<file path="src/rtl/hazard_scoreboard.sv">
// rtl/hazard_scoreboard.sv - D-stage stall/forward control from a shifting (dst, Tnew) scoreboard
// Also stalls HI/LO consumers while the multiply/divide unit counts down its latency.
module hazard_scoreboard #(
  parameter int STAGES  = 3,
  parameter int TW      = 2,
  parameter int MUL_LAT = 5,
  parameter int DIV_LAT = 10,
  parameter int CNT_W   = 4,
  localparam int FW     = $clog2(STAGES + 1)
) (
  input  logic          clk,
  input  logic          reset,
  input  logic          d_valid,
  input  logic [4:0]    d_rs,
  input  logic [4:0]    d_rt,
  input  logic [TW-1:0] d_rs_tuse,
  input  logic [TW-1:0] d_rt_tuse,
  input  logic          d_we,
  input  logic [4:0]    d_dst,
  input  logic [TW-1:0] d_tnew,
  input  logic          d_md_start,
  input  logic          d_md_div,
  input  logic          d_hilo_use,
  output logic          stall,
  output logic [FW-1:0] fwd_rs,
  output logic [FW-1:0] fwd_rt,
  output logic          md_busy
);

  localparam logic [TW-1:0] TUSE_NONE = '1;

  // index 0 is the E stage entry, index STAGES-1 the oldest
  logic [STAGES-1:0]         vld_q, vld_d;
  logic [STAGES-1:0][4:0]    dst_q, dst_d;
  logic [STAGES-1:0][TW-1:0] tnew_q, tnew_d;
  logic [CNT_W-1:0]          cnt_q, cnt_d;

  logic          rs_hit, rt_hit;
  logic [FW-1:0] rs_idx, rt_idx;
  logic [TW-1:0] rs_tnew, rt_tnew;
  logic          data_stall;

  // Scan oldest to youngest so the youngest matching writer ends up governing.
  always_comb begin
    rs_hit  = 1'b0;
    rs_idx  = '0;
    rs_tnew = '0;
    rt_hit  = 1'b0;
    rt_idx  = '0;
    rt_tnew = '0;
    for (int i = STAGES - 1; i >= 0; i--) begin
      if (vld_q[i] && dst_q[i] != 5'd0 && dst_q[i] == d_rs && d_rs_tuse != TUSE_NONE) begin
        rs_hit  = 1'b1;
        rs_idx  = FW'(i + 1);
        rs_tnew = tnew_q[i];
      end
      if (vld_q[i] && dst_q[i] != 5'd0 && dst_q[i] == d_rt && d_rt_tuse != TUSE_NONE) begin
        rt_hit  = 1'b1;
        rt_idx  = FW'(i + 1);
        rt_tnew = tnew_q[i];
      end
    end
  end

  always_comb begin
    data_stall = (rs_hit && rs_tnew > d_rs_tuse) || (rt_hit && rt_tnew > d_rt_tuse);
    md_busy    = (cnt_q != '0);
    stall      = d_valid & (data_stall | (d_hilo_use & md_busy));
    fwd_rs     = (rs_hit && rs_tnew == '0) ? rs_idx : '0;
    fwd_rt     = (rt_hit && rt_tnew == '0) ? rt_idx : '0;
  end

  always_comb begin
    vld_d     = '0;
    dst_d     = '0;
    tnew_d    = '0;
    vld_d[0]  = d_valid & d_we & ~stall;
    dst_d[0]  = d_dst;
    tnew_d[0] = d_tnew;
    for (int i = 1; i < STAGES; i++) begin
      vld_d[i]  = vld_q[i-1];
      dst_d[i]  = dst_q[i-1];
      tnew_d[i] = (tnew_q[i-1] == '0) ? '0 : tnew_q[i-1] - TW'(1);
    end
  end

  always_comb begin
    cnt_d = cnt_q;
    if (d_valid & d_md_start & ~stall) begin
      cnt_d = d_md_div ? CNT_W'(DIV_LAT) : CNT_W'(MUL_LAT);
    end else if (cnt_q != '0) begin
      cnt_d = cnt_q - CNT_W'(1);
    end
  end

  always_ff @(posedge clk or posedge reset) begin
    if (reset) begin
      vld_q  <= '0;
      dst_q  <= '0;
      tnew_q <= '0;
      cnt_q  <= '0;
    end else begin
      vld_q  <= vld_d;
      dst_q  <= dst_d;
      tnew_q <= tnew_d;
      cnt_q  <= cnt_d;
    end
  end

endmodule
</file>
<file path="config.mk">
export PLATFORM = sky130hd
export DESIGN_NAME = hazard_scoreboard
export DESIGN_NICKNAME = d
export VERILOG_FILES = /design/src/rtl/hazard_scoreboard.sv
export SDC_FILE = /design/constraint.sdc
export NUM_CORES = 1
export LEC_CHECK = 0
export ABC_AREA = 1
export BUFFER_PORTS_ARGS = -buffer_cell sky130_fd_sc_hd__buf_4
export CAP_MARGIN = 15
export CORE_MARGIN = 5
export CORE_UTILIZATION = 56
export CTS_CLUSTER_SIZE = 8
export DETAILED_ROUTE_END_ITERATION = 10
export PLACE_DENSITY_LB_ADDON = 0.08
export SYNTH_ARGS = -nofsm -noshare
export SYNTH_HDL_FRONTEND = slang
export SYNTH_SLANG_ARGS = --single-unit
</file>
<file path="constraint.sdc">
create_clock -name clk -period 2.5 [get_ports clk]
set_input_delay 0.25 -clock clk [delete_from_list [all_inputs] [get_ports clk]]
set_output_delay 0.25 -clock clk [all_outputs]
set_load 0.05 [all_outputs]
</file>
==> results.json <==
{
  "pin_count": 34,
  "cts.path.max_buffers": 2,
  "cp-start-kind": "flip-flop",
  "dieArea_sq_mm": 0.00466,
  "multi_input_area_sq_mm": 0.00121,
  "chipWidth_microns": 68.3,
  "tritoncts": "built",
  "syn_avg_cell_area_sq_um": 7.31,
  "cts_buffers": 3,
  "path_clk_slew_ps": 160,
  "clkLatencyLatePin_ps": 330,
  "critPathRequiredTime_ps": 2250,
  "period_needed_ps": 2910,
  "grt_max_degree": 29,
  "max-cap-violations": 0,
  "synth-seq-cells": 28,
  "whs_endpoint": "vld_q[0]",
  "syn_to_final_growth_pct": 43.9,
  "cts_root_buf": "clkbuf_4",
  "fmax_mhz": 343,
  "synth_top_area_cell": "dfrtp_1",
  "gr-total-overflow": 0,
  "finalPower_uw": 1380,
  "track_usage": 0.208,
  "setup_violations": 5,
  "slew_headroom": 0.760,
  "hold_violations": 0,
  "num_rows": 21,
  "rsz0062_at_grt": "yes",
  "hold_depth": 3,
  "htree_levels": 1,
  "clock_skew_ps": 7.22,
  "layout_common_cells": "69 x nand2_1, 47 x buf_4, 33 x inv_1",
  "grt_antenna_before_repair": 0,
  "netlist_instances": 260,
  "ys_warn_count": 0,
  "fillers": 235,
  "numPortBuffers": 33,
  "critPathKind": "flip-flop to output pin",
  "r2r_cells": 19,
  "final_cells": 372,
  "dp_hpwl_microns": 3440,
  "r2r_slack_ps": -170,
  "antenna_cells": 0,
  "drt_wl_total_microns": 5280,
  "drive_above_1_share": 0.423,
  "status": "complete, but fails checks",
  "holdCritPathClass": "input port to flip-flop",
  "netlist_area_sq_mm": 0.00190,
  "hold_start": "d_we",
  "fin_nets": 361,
  "finalWorstSetupSlack_ps": -412,
  "globalplace.congestion": 0.857,
  "drc_errors": 0,
  "worst_ir_drop_vdd_uv": 564,
  "r2r-start": "dst_d[10]",
  "dieHeight_microns": 68.3,
  "finalCritPeriodShare": 1.16,
  "grt_pass1_wl_microns": 7340,
  "synth.area.top_cells": "dfrtp_1 37%, nand2_1 15%, inv_1 7.5%, nor2_1 5.9%, ha_1 3.9%",
  "arrival_ps": 2660,
  "endpoint_kind": "output pin",
  "syn-num-nets": 294,
  "synth_cell_types": 28,
  "timing.hold.ws_ps": 190,
  "cts.sinks": 28,
  "synth_top_area_share": 0.368,
  "drtIter0Drc": 116,
  "cp_max_fo": 5,
  "tightest_slew_ps": 360,
  "utilization": 0.827,
  "yosysSeqAreaShare": 0.368,
  "start_util": 0.574,
  "dp.cells": 353,
  "vias": 1887,
  "final_common_cell": "nand2_1",
  "routed_via_density": 5.07,
  "seqCellArea_sq_um": 704,
  "drt_first_pass_iters": 4,
  "p_leak_uw": 0.00148,
  "r2r_end": "cnt_q[2]",
  "failed_checks": "negative setup slack",
  "core_area_sq_mm": 0.00331,
  "powerDensity_mw_per_mm2": 505,
  "grt_pass1_vias": 1711,
  "final_antenna_net_count": 0,
  "drv_slew": 0,
  "wl_per_cell_microns": 14.2
}
==> how the worst max path moves through the flow <==
| stage | startpoint | end | slack [ps] | cells after the start |
|---|---|---|---|---|
| after floorplan | dst_d[12] | stall | 10 | 17 |
| after global placement | d_rs[1] | stall | -80 | 17 |
| after detailed placement | d_rs[1] | stall | -140 | 17 |
| after CTS | dst_d[12] | stall | -380 | 19 |
| after global routing | dst_d[10] | stall | -580 | 19 |
| final | dst_d[10] | stall | -410 | 19 |
==> report_power, final <==
group	internal (uW)	switching (uW)	leakage (uW)
clock	162	140	0.0000279
combinational	219	298	0.00112
sequential	509	54.0	0.000335
==> worst max-delay path, stage by stage (launching register included) <==
cell and delay [ps]:
dfrtp_2 480, buf_6 130, nand2_2 60, nand3_2 100
nor2_4 140, nand3_4 90, inv_4 80, nor2_4 30
nand2_1 60, o211ai_2 80, o21ai_2 90, inv_2 60
ha_4 270, a21oi_2 50, a21oi_2 180, nand2_4 90
nand3_4 90, nand2_4 60, clkinvlp_4 70, buf_8 130
==> routing by layer <==
layer	routed length, microns	global-route usage	vias to the layer above
li1	-	-	929
met2	2850	0.355	56
met3	220	0.0279	10
met5	0	0	-
met4	81	0.0546	0
met1	2120	0.276	892
==> flip-flops by register name, summed over array words and instances, names as in the netlist <==
name / count
cnt_q: 4
dst_d: 10
vld_q: 3
dst_q: 5
tnew_q: 6
==> Yosys cell counts (all sizes together) <==
master / instances
nor3: 6
dfrtp: 28
nor2: 37
a31oi: 1
clkinv: 2
xor2: 5
a21oi: 10
nand4: 3
nand3: 15
o211ai: 1
o21ai: 11
nand2: 83
xnor2: 4
inv: 48
ha: 6
==> per-stage QoR <==
step	worst slack (ps)	cell area, sq um	TNS (ps)
after global placement	-84.8	2330	-84.8
final	-412	2740	-684
after global routing	-576	2740	-1430
after CTS	-384	2550	-1220
after floorplan	11.6	1920	0
after detailed placement	-138	2330	-305
==> layout make-up <==
type                       instances  area share
timing repair buffer              62       0.190
inverter                          50      0.0713
clock inverter                     1      0.0110
multi-input combinational        182       0.441
clock buffer                       3     0.00823
sequential                        28       0.257
tap                               46      0.0210
==> what timing repair did <==
action	in CTS	in global routing
pin swaps	12	24
hold buffers	1	7
hold endpoints to repair	28	7
buffers inserted	12	5
resized for setup	15	43
endpoints found under the setup margin	5	10
==> logic make-up after synthesis <==
logic type | synth area share
buf+inv | 0.0993
fa+ha+maj | 0.0395
xor+xnor | 0.0414
simple gates | 0.376
compound gates | 0.0750
flops | 0.368
Note: power is estimated with default switching activity, not from simulation.
